<file path="src/rtl/mult_pkg.sv">
// mult_pkg: shared widths and FSM state encoding for the sequential 4x4 multiplier.
package mult_pkg;
  localparam int OP_W = 4;
  localparam int PROD_W = 8;
  localparam int CNT_W = 2;
  typedef enum logic [1:0] {IDLE, CALC, DONE} state_t;
endpackage

</file>
<file path="src/rtl/zero_extend.sv">
// zero_extend: widens a 4-bit operand to the 8-bit product width.
module zero_extend
  import mult_pkg::*;
(
  input  logic [OP_W-1:0]   a,
  output logic [PROD_W-1:0] y
);
  assign y = {{(PROD_W-OP_W){1'b0}}, a};
endmodule

</file>
<file path="src/rtl/mult_seq_ctrl.sv">
// mult_seq_ctrl: shift-add sequencer for the 4x4 unsigned multiplier with busy/done handshake.
// Optional MULT_EARLY_EXIT_EN ends iteration once the remaining multiplier bits are zero.
module mult_seq_ctrl
  import mult_pkg::*;
(
  input  logic              clk,
  input  logic              rst_n,
  input  logic              start,
  input  logic [OP_W-1:0]   a,
  input  logic [OP_W-1:0]   b,
  output logic              busy,
  output logic              done,
  output logic [PROD_W-1:0] product
);
  state_t              state;
  logic [PROD_W-1:0]   acc;
  logic [PROD_W-1:0]   mcand;
  logic [PROD_W-1:0]   a_ext;
  logic [PROD_W-1:0]   acc_nxt;
  logic [OP_W-1:0]     mplier;
  logic [CNT_W-1:0]    cnt;
  logic                last;
  zero_extend u_ext (.a(a), .y(a_ext));
  always_comb acc_nxt = mplier[0] ? acc + mcand : acc;
`ifdef MULT_EARLY_EXIT_EN
  // the shifted multiplier is mplier >> 1, so its upper bits decide an early finish
  always_comb last = (&cnt) || (mplier[OP_W-1:1] == '0);
`else
  always_comb last = &cnt;
`endif
  always_ff @(posedge clk or negedge rst_n) begin
    if (!rst_n) begin
      state   <= IDLE;
      busy    <= 1'b0;
      done    <= 1'b0;
      product <= '0;
      acc     <= '0;
      mcand   <= '0;
      mplier  <= '0;
      cnt     <= '0;
    end else begin
      case (state)
        IDLE: if (start) begin
          mcand  <= a_ext;
          mplier <= b;
          acc    <= '0;
          cnt    <= '0;
          busy   <= 1'b1;
          state  <= CALC;
        end
        CALC: begin
          acc    <= acc_nxt;
          mcand  <= mcand << 1;
          mplier <= mplier >> 1;
          cnt    <= cnt + 1'b1;
          if (last) begin
            product <= acc_nxt;
            done    <= 1'b1;
            state   <= DONE;
          end
        end
        DONE: begin
          done  <= 1'b0;
          busy  <= 1'b0;
          state <= IDLE;
        end
        default: state <= IDLE;
      endcase
    end
  end
endmodule

</file>
<file path="config.mk">
export PLATFORM = sky130hd
export DESIGN_NAME = mult_seq_ctrl
export DESIGN_NICKNAME = d
export VERILOG_FILES = /design/src/rtl/mult_pkg.sv /design/src/rtl/zero_extend.sv /design/src/rtl/mult_seq_ctrl.sv
export SDC_FILE = /design/constraint.sdc
export NUM_CORES = 1
export LEC_CHECK = 0
export BUFFER_PORTS_ARGS = -buffer_cell sky130_fd_sc_hd__buf_2
export CAP_MARGIN = 10
export CORE_MARGIN = 3
export CORE_UTILIZATION = 40
export DETAILED_ROUTE_END_ITERATION = 8
export PLACE_DENSITY = 0.72
export SLEW_MARGIN = 25
export SYNTH_ARGS = -nofsm -noshare
export SYNTH_HDL_FRONTEND = slang
export SYNTH_SLANG_ARGS = --single-unit
</file>
<file path="constraint.sdc">
create_clock -name clk -period 1.9 [get_ports clk]
set_input_delay 0.19 -clock clk [delete_from_list [all_inputs] [get_ports clk]]
set_output_delay 0.19 -clock clk [all_outputs]
set_load 0.1 [all_outputs]
</file>
After elaboration in Yosys (flattened, before gate mapping)
Cells that the tools add are included.
{"block": "word_totals", "register_bits": 34}
{"block": "classes", "n_eq_ne": 4, "reduce_logical": 10, "n_addsub": 2, "mux": 16}
{"cell": "8-bit case mux with 2 select lines", "n": 2}
{"cell": "8-bit 2-to-1 mux", "n": 3}
{"cell": "2-bit AND reduction", "n": 5}
{"cell": "8-bit adder", "n": 1}
{"cell": "2-bit case mux with 2 select lines", "n": 2}
{"cell": "4-bit case mux with 2 select lines", "n": 1}
{"cell": "2-bit 2-to-1 mux", "n": 3}
{"cell": "2-bit nonzero test", "n": 3}
{"cell": "4-bit 2-to-1 mux", "n": 1}
{"cell": "2-bit inequality test, second input constant", "n": 2}
{"cell": "1-bit case mux with 2 select lines", "n": 2}
{"cell": "3-bit AND reduction", "n": 1}
{"cell": "2-bit by 1-bit adder with 2-bit output, second input constant", "n": 1}
{"cell": "2-bit by 1-bit equality test with 1-bit output, second input constant", "n": 1}
{"cell": "2-bit equality test, second input constant", "n": 1}
{"cell": "2-bit zero test", "n": 1}
{"cell": "1-bit 2-to-1 mux", "n": 2}

Depth between registers and ports, before layout
Gate-level depths: netlist of the first run.
{"block": "depth", "word_depth": 3, "mapped_depth": 8}

Hierarchy
A second synthesis of the first run with hierarchy kept.
{"block": "hier_totals", "hier_cells": 186, "area_unflattened_um2": 1813.0}
{"mod": "mult_seq_ctrl", "area_per_inst_um2": 1749.2, "n_inst": 1, "seq_area_each_um2": 850.8, "cells_each": 177}
{"mod": "zero_extend", "area_per_inst_um2": 63.8, "n_inst": 1, "seq_area_each_um2": 0.0, "cells_each": 9}

Worst setup path after synthesis of the first run
No wires, ideal clock.
{"block": "synth_timing", "path_type": "register -> register", "startpoint": "register acc[1]", "endpoint": "register product[7]", "stages_incl_launch_ff": 7, "slack_ps": -16, "synth_period_minus_slack_ps": 1916, "required_ps": 1818, "arrival_ps": 1835, "cell_sequence": "dfrtp_1 -> ha_1 -> a211oi_2 -> nor3_1 -> o31a_1 -> or4_1 -> a31oi_1"}
{"block": "synth_via", "elab_chain_cells": 2}
{"element": "start: declaration", "line_no": "mult_seq_ctrl.sv:16", "text": "logic [PROD_W-1:0] acc;"}
{"element": "start signal: assignment", "line_no": "mult_seq_ctrl.sv:52", "text": "acc <= acc_nxt;"}
{"element": "8-bit adder", "line_no": "mult_seq_ctrl.sv:24", "text": "always_comb acc_nxt = mplier[0] ? acc + mcand : acc;"}
{"element": "8-bit 2-to-1 mux", "line_no": "mult_seq_ctrl.sv:24"}
{"element": "end signal: assignment", "line_no": "mult_seq_ctrl.sv:57", "text": "product <= acc_nxt;"}
{"element": "end: declaration", "line_no": "mult_seq_ctrl.sv:13", "text": "output logic [PROD_W-1:0] product"}
No other way between the ends.
A chain may end at the register's enable or synchronous reset.

Final worst setup path of the first run
{"block": "layout_timing", "startpoint": "register acc[1]", "endpoint": "register acc[7]"}
{"block": "layout_via", "elab_chain_cells": 3}
{"element": "8-bit adder", "line_no": "mult_seq_ctrl.sv:24"}
{"element": "8-bit 2-to-1 mux", "line_no": "mult_seq_ctrl.sv:24"}
{"element": "8-bit case mux with 2 select lines", "line_no": "mult_seq_ctrl.sv:42", "text": "case (state)"}
No other way between the ends.

==> run summary, run 1 <==
synth unique cells: 33
Core Footprint: 0.00406 mm²
critical-path maximum fanout: 4
CTS tree: done
pwr/cell area: 1940 mW/mm²
Die W: 71.4 µm
HP Class: input port to asynchronous set/reset pin
Routed Antenna Nets: 0
Slew Limit Fails: 0
Skew-Pair Late Insertion Delay: 0.28 ns
Die ar.: 0.00510 mm²
gpl congestion: 0.805
YS warnings: 0
Final Power: 4.15 mW
final hold viol count: 34
critical path class: flop to flop
Total Routed Length: 3630 µm
Synth Register Bits: 34
CP endpoint kind: flop
Cells after Synth: 169
Worst-Margin Slew: 0.752 ns
root buf cell: clkbuf_8
Diodes inserted: 0
VDD IR max: 0.00133 V
DRT iter0 DRCs: 56
FMAX: 514 MHz
sequential area share after synthesis: 0.497
Max Cap Viol: 0
HPWL Detailed: 2650 µm
min cycle time layout: 1.95 ns
Cell Rows: 23
commonest non-fill, non-tap cell in the layout: dfrtp_1
global-route wire length before repair: 6040 µm
Leak Pwr: 1.07 nW
CTS max path bufs: 2
status: finished with violations
number of synthesized flops with an enable pin: 0
Min Hold Slack: -0.0304 ns
Setup Viol. Count Final: 2
Sink Count: 34
mapped cell area: 0.00171 mm²
Fillers: 359
Clk pin slew, worst setup/hold paths: 0.06 ns
ys flop type: dfrtp_1
layout cell share with drive strength beyond 1: 0.266
DR pass1 iterations: 4
Mapped Nets: 189
H-tree lvl count: 2
GRT Total Usage: 0.151
slew margin rel.: 0.499
pin count of the biggest net entering global routing: 35
via count of the first global-routing pass: 1294
Final Cycle Share: 1.02
worst path arrival time: 2.16 ns
RSZ-0062 raised after global routing: true
Ports: 21
Worst setup SP type: flop
port bufs: 20
Initial Utilization: 0.422
Worst Setup Slack, final: -0.0473 ns
Async SR Flop Fraction: 1.00
Sum Neg Setup Slack: -0.0785 ns
Layout area overhead: 24.8%
via/cell ratio: 5.14
Die H: 71.4 µm
Req. time, crit path: 2.12 ns
antenna violations before repair: 0
TritonCTS buffer count: 5
failing checks: hold timing, setup timing
Clock Skews: 0.00346 ns
pre-CTS setup slack: -0.0951 ns
most frequent cells in the layout: dfrtp_1, buf_4, nand2_1, buf_2, a21oi_1
total grt overflow: 0
Avg Cell Area, Syn: 10.1 µm²
detailed-route via count: 1358
routed length per instance: 13.7 µm
Final #Nets: 234
DRC: 0
## repair_timing
item	4_1_cts	5_1_grt
pin swaps	3	0
endpoints found under the setup margin	4	5
hold endpoints to repair	0	0
resized for setup	4	1
hold buffers	0	0
setup buffers	1	0
## per-layer routing
| metal | track usage | wire length, µm | share of wire |
|---|---|---|---|
| met5 | 0 | 0 | 0 |
| met1 | 0.211 | 1840 | 0.51 |
| met2 | 0.230 | 1640 | 0.45 |
| met3 | 0.0421 | 124 | 0.034 |
| met4 | 0.0438 | 21 | 0.0058 |
## power by group
part	internal [mW]	switching [mW]	leakage, nW	total [mW]
logic	0.882	1.56	0.597	2.45
registers	1.02	0.196	0.432	1.21
clock network	0.252	0.238	0.0383	0.490
total	2.15	2.00	1.07	4.15
## synth_stat cells, drive strengths merged, types with 2 or more instances
| library cell | number | area (µm²) |
|---|---|---|
| nor3 | 2 | 10.0 |
| xnor2 | 3 | 26.3 |
| mux2i | 7 | 70.1 |
| a22oi | 2 | 15.0 |
| o31ai | 2 | 15.0 |
| clkbuf | 5 | 18.8 |
| nor2b | 6 | 37.5 |
| o21ai | 15 | 75.1 |
| buf | 2 | 10.0 |
| inv | 4 | 15.0 |
| and3 | 2 | 12.5 |
| a22o | 11 | 96.3 |
| nor2 | 8 | 30.0 |
| xor2 | 2 | 17.5 |
| a21oi | 20 | 100 |
| dfrtp | 34 | 851 |
| nand2 | 20 | 75.1 |
| ha | 8 | 100 |
| a21o | 3 | 22.5 |
## state kept, by name, summed over array words and instances (netlist names)
signal   count
done         1
busy         1
product      8
acc          8
mplier       4
state        2
mcand        8
cnt          2
## final timing paths
check | from | endpoint | slack (ns) | depth (start not counted)
setup / recovery | acc[1] | acc[7] | -0.05 | 6
hold / removal | rst_n | mplier[3] | -0.03 | 1
setup reg to reg | acc[1] | acc[7] | -0.05 | 6
hold reg to reg | product[2] | product[2] | 0.47 | 2
max in group asynchronous | rst_n | product[3] | 1.44 | 1
min in group clk | a[1] | mcand[1] | 0.20 | 3
## layout make-up
class                      instances  area (µm²)  share of cell area
clock buffer                       7        76.3              0.0358
inverter                           5        18.8             0.00879
multi-input combinational        123         838               0.393
sequential                        34         851               0.399
tap                               50        62.6              0.0293
timing repair buffer              45         288               0.135
## critical path: stages, from the launching register on
cell,delay (ns)
dfrtp_1,0.38
ha_1,0.32
a211oi_2,0.26
nor3_2,0.09
o31a_1,0.28
or4b_1,0.47
nand3_1,0.09
## through the flow
step	cells	utilization	area, µm²
final	264	0.526	2130
after global routing	264	0.526	2130
after CTS	264	0.524	2130
after detailed placement	256	0.500	2030
after global placement	256	0.500	2030
after floorplan	169	-	1720
## kinds of logic after synthesis
logic type               count (synthesis)  share of synthesized area
buffers and inverters                   12                     0.0278
flip-flops                              34                      0.497
AO/OA/AOI/OAI                           60                      0.225
adder cells (fa/ha/maj)                  9                     0.0702
multiplexers                             7                     0.0410
AND/OR/NAND/NOR                         42                      0.113
XOR/XNOR                                 5                     0.0256
(Power assumes the default switching activity.)
==> run 2, diff against run 1 <==
--- a/config.mk
+++ b/config.mk
@@ -7,8 +7,10 @@
 export LEC_CHECK = 0
 export BUFFER_PORTS_ARGS = -buffer_cell sky130_fd_sc_hd__buf_2
 export CAP_MARGIN = 10
+export CORE_ASPECT_RATIO = 0.6
 export CORE_MARGIN = 3
 export CORE_UTILIZATION = 40
+export CTS_CLUSTER_DIAMETER = 40
 export DETAILED_ROUTE_END_ITERATION = 8
 export PLACE_DENSITY = 0.72
 export SLEW_MARGIN = 25
==> run summary, run 2 (same netlist as run 1, synthesis figures left out) <==
gpl congestion: 0.829
dpl cells: 265
critical-path maximum fanout: 4
root buf cell: clkbuf_8
DR pass1 iterations: 4
CTS max path bufs: 2
global-route wire length before repair: 7230 µm
Layout area overhead: 31.3%
Top delay family on crit path: simple AND/OR/NAND/NOR gates
slew margin rel.: 0.480
Skew-Pair Late Insertion Delay: 0.29 ns
DRT iter0 DRCs: 81
pre-CTS setup slack: -0.157 ns
via count of the first global-routing pass: 1477
clock network fraction of total power: 0.127
Die ar.: 0.00512 mm²
total grt overflow: 0
Psw: 2.13 mW
Die H: 56.7 µm
Routed Antenna Nets: 0
Die W: 90.4 µm
FMAX: 508 MHz
failing checks: hold timing, setup timing
port bufs: 20
detailed-route via count: 1438
Req. time, crit path: 2.12 ns
CTS tree: done
pwr/cell area: 1960 mW/mm²
fin area: 0.00225 mm²
Max Cap Viol: 0
HP Class: input port to asynchronous set/reset pin
Cell Rows: 17
biggest regs: acc: 8 flops, mcand: 8 flops, product: 8 flops
Worst setup SP type: flop
Placed Area: 0.00205 mm²
Seq pwr share: 0.283
Total Routed Length: 4230 µm
Final Cycle Share: 1.04
final hold viol count: 34
Fillers: 357
VDD IR max: 0.000800 V
Leak Pwr: 1.09 nW
Critical Path, Cell by Cell: ha_4 > o211ai_1 > nor3_2 > o31a_1 > or4b_1 > nand3_1
Util after Layout: 0.577
crit path buf inv count: 0
TritonCTS buffer count: 5
antenna violations before repair: 0
Setup Viol. Count Final: 2
worst path arrival time: 2.19 ns
GRT Total Usage: 0.180
via/cell ratio: 5.23
Initial Utilization: 0.439
Gate power share: 0.590
H-tree lvl count: 2
Sink Count: 34
Slew Limit Fails: 0
Diodes inserted: 0
routed length per instance: 15.4 µm
Clock Skews: 0.0119 ns
critical path class: flop to flop
CP max stage cell: or4b_1
pin count of the biggest net entering global routing: 35
Critical Path Max Stage Delay: 0.48 ns
Core Footprint: 0.00389 mm²
Pint: 2.28 mW
Worst-Margin Slew: 0.780 ns
Final #Nets: 237
Ports: 21
HPWL Detailed: 3000 µm
commonest non-fill, non-tap cell in the layout: dfrtp_1
status: finished with violations
DRC: 0
final cell count without fillers: 275
Min Hold Slack: -0.0265 ns
Worst Setup Slack, final: -0.0699 ns
Sum Neg Setup Slack: -0.123 ns
Clk pin slew, worst setup/hold paths: 0.08 ns
min cycle time layout: 1.97 ns
RSZ-0062 raised after global routing: true
CP endpoint kind: flop
most frequent cells in the layout: dfrtp_1, buf_4, buf_2
Post-CTS Hold Buffers: 0
layout cell share with drive strength beyond 1: 0.312
Sw Ratio: 0.483
## run 2: changes by cell type in the layout (fill, tap and decap cells not counted), sizes merged
cell    change
buf         +3
clkinv      +1
## run 2: final timing paths
check / start / to / slack, ns / cells past startpoint
setup reg to reg: acc[2] / acc[7] / -0.07 / 6
max in group asynchronous: rst_n / mcand[1] / 1.42 / 1
hold / removal: rst_n / product[5] / -0.03 / 1
min in group clk: a[2] / mcand[2] / 0.20 / 3
setup / recovery: acc[2] / acc[7] / -0.07 / 6
hold reg to reg: product[2] / product[2] / 0.48 / 2
## run 2: routing by layer
metal / track usage / wire length (µm) / vias to the layer above
met5: 0 / 0 / -
met4: 0.0479 / 0 / 0
met3: 0.0469 / 173 / 0
met2: 0.265 / 1880 / 29
met1: 0.263 / 2180 / 700
li1: - / - / 709
## run 2: per-stage QoR
stage               total power [mW]  hold WS, ns
floorplan                       2.91       -0.106
global placement                3.61        0.309
detailed placement              3.67        0.317
CTS                             4.40     0.000321
global route                    4.71       0.0362
finish                          4.40      -0.0265
## run 2: repair_timing
item | in CTS | in global routing
pin swaps | 1 | 1
buffers inserted | 3 | 0
gates resized for setup | 11 | 3
setup endpoints to repair | 4 | 4
endpoints found under the hold margin | 0 | 0
## run 2: power by group through the flow
stage	combinational (mW)	sequential (mW)	clock, mW
after global routing	2.82	1.28	0.604
after CTS	2.58	1.24	0.571
after floorplan	1.07	1.84	0
final	2.60	1.25	0.560
after detailed placement	2.44	1.23	0
after global placement	2.39	1.22	0
## run 2: area by class of cell
class,instances,area [µm²],share of cell area
Multi-Input combinational cell,123,900,0.401
Clock inverter,1,5.00,0.00223
Inverter,5,18.8,0.00836
Clock buffer,7,86.3,0.0384
Tap cell,57,71.3,0.0318
Sequential cell,34,851,0.379
Timing Repair Buffer,48,314,0.140
==> run 3, diff against run 2 <==
--- a/config.mk
+++ b/config.mk
@@ -9,10 +9,10 @@
 export CAP_MARGIN = 10
 export CORE_ASPECT_RATIO = 0.6
 export CORE_MARGIN = 3
-export CORE_UTILIZATION = 40
+export CORE_UTILIZATION = 61
 export CTS_CLUSTER_DIAMETER = 40
 export DETAILED_ROUTE_END_ITERATION = 8
-export PLACE_DENSITY = 0.72
+export PLACE_DENSITY = 0.94
 export SLEW_MARGIN = 25
 export SYNTH_ARGS = -nofsm -noshare
 export SYNTH_HDL_FRONTEND = slang
==> constraint.sdc (replaced) <==
create_clock -name clk -period 2.4 [get_ports clk]
set_input_delay 0.24 -clock clk [delete_from_list [all_inputs] [get_ports clk]]
set_output_delay 0.24 -clock clk [all_outputs]
set_load 0.1 [all_outputs]
==> run summary, run 3 (same netlist as run 1, synthesis figures left out) <==
Initial Utilization: 0.660
most frequent cells in the layout: dfrtp_1, a21oi_1, nand2_1, buf_2, o21ai_0
RSZ-0062 raised after global routing: false
r2r startpoint: acc[1]
Critical Path Max Stage Delay: 0.58 ns
critical-path maximum fanout: 4
via/cell ratio: 6.40
DR pass1 iterations: 5
DRT iter0 DRCs: 161
antenna violations before repair: 0
Setup Viol. Count Final: 0
CP endpoint kind: flop
TritonCTS buffer count: 5
postcts setup bufs: 0
Diodes inserted: 0
Layout area overhead: 12.2%
Core Footprint: 0.00259 mm²
Final Cycle Share: 0.916
pin count of the biggest net entering global routing: 35
Sink Count: 34
Skew-Pair Late Insertion Delay: 0.28 ns
Routed Antenna Nets: 0
via count of the first global-routing pass: 1376
CTS max path bufs: 2
HPWL Detailed: 2830 µm
Final #Nets: 211
Gates resized, CTS repair: 0
Clk pin slew, worst setup/hold paths: 0.07 ns
Req. time, crit path: 2.60 ns
Die ar.: 0.00350 mm²
Max Cap Viol: 0
Total Routed Length: 4150 µm
worst setup path start: acc[1]
H-tree lvl count: 2
Clock Skews: 0.00324 ns
Cell Rows: 14
Post-CTS Hold Buffers: 0
Die H: 47.0 µm
biggest regs: acc: 8 flops, mcand: 8 flops, product: 8 flops
status: finished clean
GRT Total Usage: 0.258
DRC: 0
Die W: 74.4 µm
commonest non-fill, non-tap cell in the layout: dfrtp_1
gpl congestion: 0.841
root buf cell: clkbuf_8
worst path arrival time: 2.40 ns
Critical Path, Cell by Cell: ha_1 > a211oi_2 > nor3_1 > nor4_1 > o31ai_1 > a31oi_1
global-route wire length before repair: 6370 µm
slew margin rel.: 0.512
critical path class: flop to flop
FMAX: 455 MHz
CTS tree: done
Sum Neg Setup Slack: 0 ns
final hold viol count: 0
Ports: 21
min cycle time layout: 2.20 ns
Worst setup SP type: flop
CP max stage cell: nor4_1
detailed-route via count: 1421
Slew Limit Fails: 0
Worst-Margin Slew: 0.731 ns
HP Class: input port to asynchronous set/reset pin
routed length per instance: 18.7 µm
port bufs: 20
total grt overflow: 0
layout cell share with drive strength beyond 1: 0.153
-- run 3: cell types whose count changed in the layout (fill, tap and decap cells not counted), moves of 3 or more --
cell / previous run / this run
a21oi_1: 17 / 20
ha_1: 3 / 8
a21oi_2: 3 / 0
ha_4: 4 / 0
buf_4: 27 / 2
-- run 3: worst max-delay path, delay by kind of cell, from the launching register on --
| kind | cells | cell delay, ns |
|---|---|---|
| AND/OR/NAND/NOR | 2 | 0.68 |
| AO/OA/AOI/OAI | 3 | 0.64 |
| adder cells (fa/ha/maj) | 1 | 0.36 |
| flip-flops | 1 | 0.43 |
-- run 3: cell type report --
| type | instances | area [µm²] |
|---|---|---|
| repair buffers | 22 | 115 |
| inverters | 5 | 18.8 |
| multi-input cells | 123 | 812 |
| flip-flops and latches | 34 | 851 |
| fillers | 191 | 673 |
| clock buffers | 6 | 82.6 |
| well taps | 32 | 40.0 |
-- run 3: stage by stage --
stage	std cells	instance area, µm²	setup WS [ns]	utilization	hold slack (ns)
detailed placement	216	1840	0.257	0.708	0.348
CTS	222	1920	0.232	0.740	0.0364
finish	222	1920	0.202	0.740	0.0100
floorplan	169	1710	0.484	-	-0.0556
global route	222	1920	0.0863	0.740	0.0644
global placement	216	1840	0.378	0.708	0.331
-- run 3: path summary, 6_finish.rpt --
| kind | endpoint | slack, ns | cells after the start |
|---|---|---|---|
| worst max register to register | product[7] | 0.20 | 6 |
| max in group asynchronous | mplier[1] | 1.92 | 1 |
| worst min-delay path | product[5] | 0.01 | 1 |
| min in group clk | mplier[1] | 0.24 | 3 |
| worst min register to register | product[2] | 0.48 | 2 |
| worst max-delay path | product[7] | 0.20 | 6 |
-- run 3: routing by layer --
metal	vias up	wire length, µm	global-route usage	share of wire
li1	653	-	-	-
met5	-	0	0	0
met1	692	1750	0.318	0.42
met4	0	108	0.124	0.026
met3	13	329	0.0897	0.079
met2	63	1960	0.415	0.47
Power of run 3 is not shown: default switching activity piles up to over one toggle a cycle in this logic, so the estimate is an artifact.
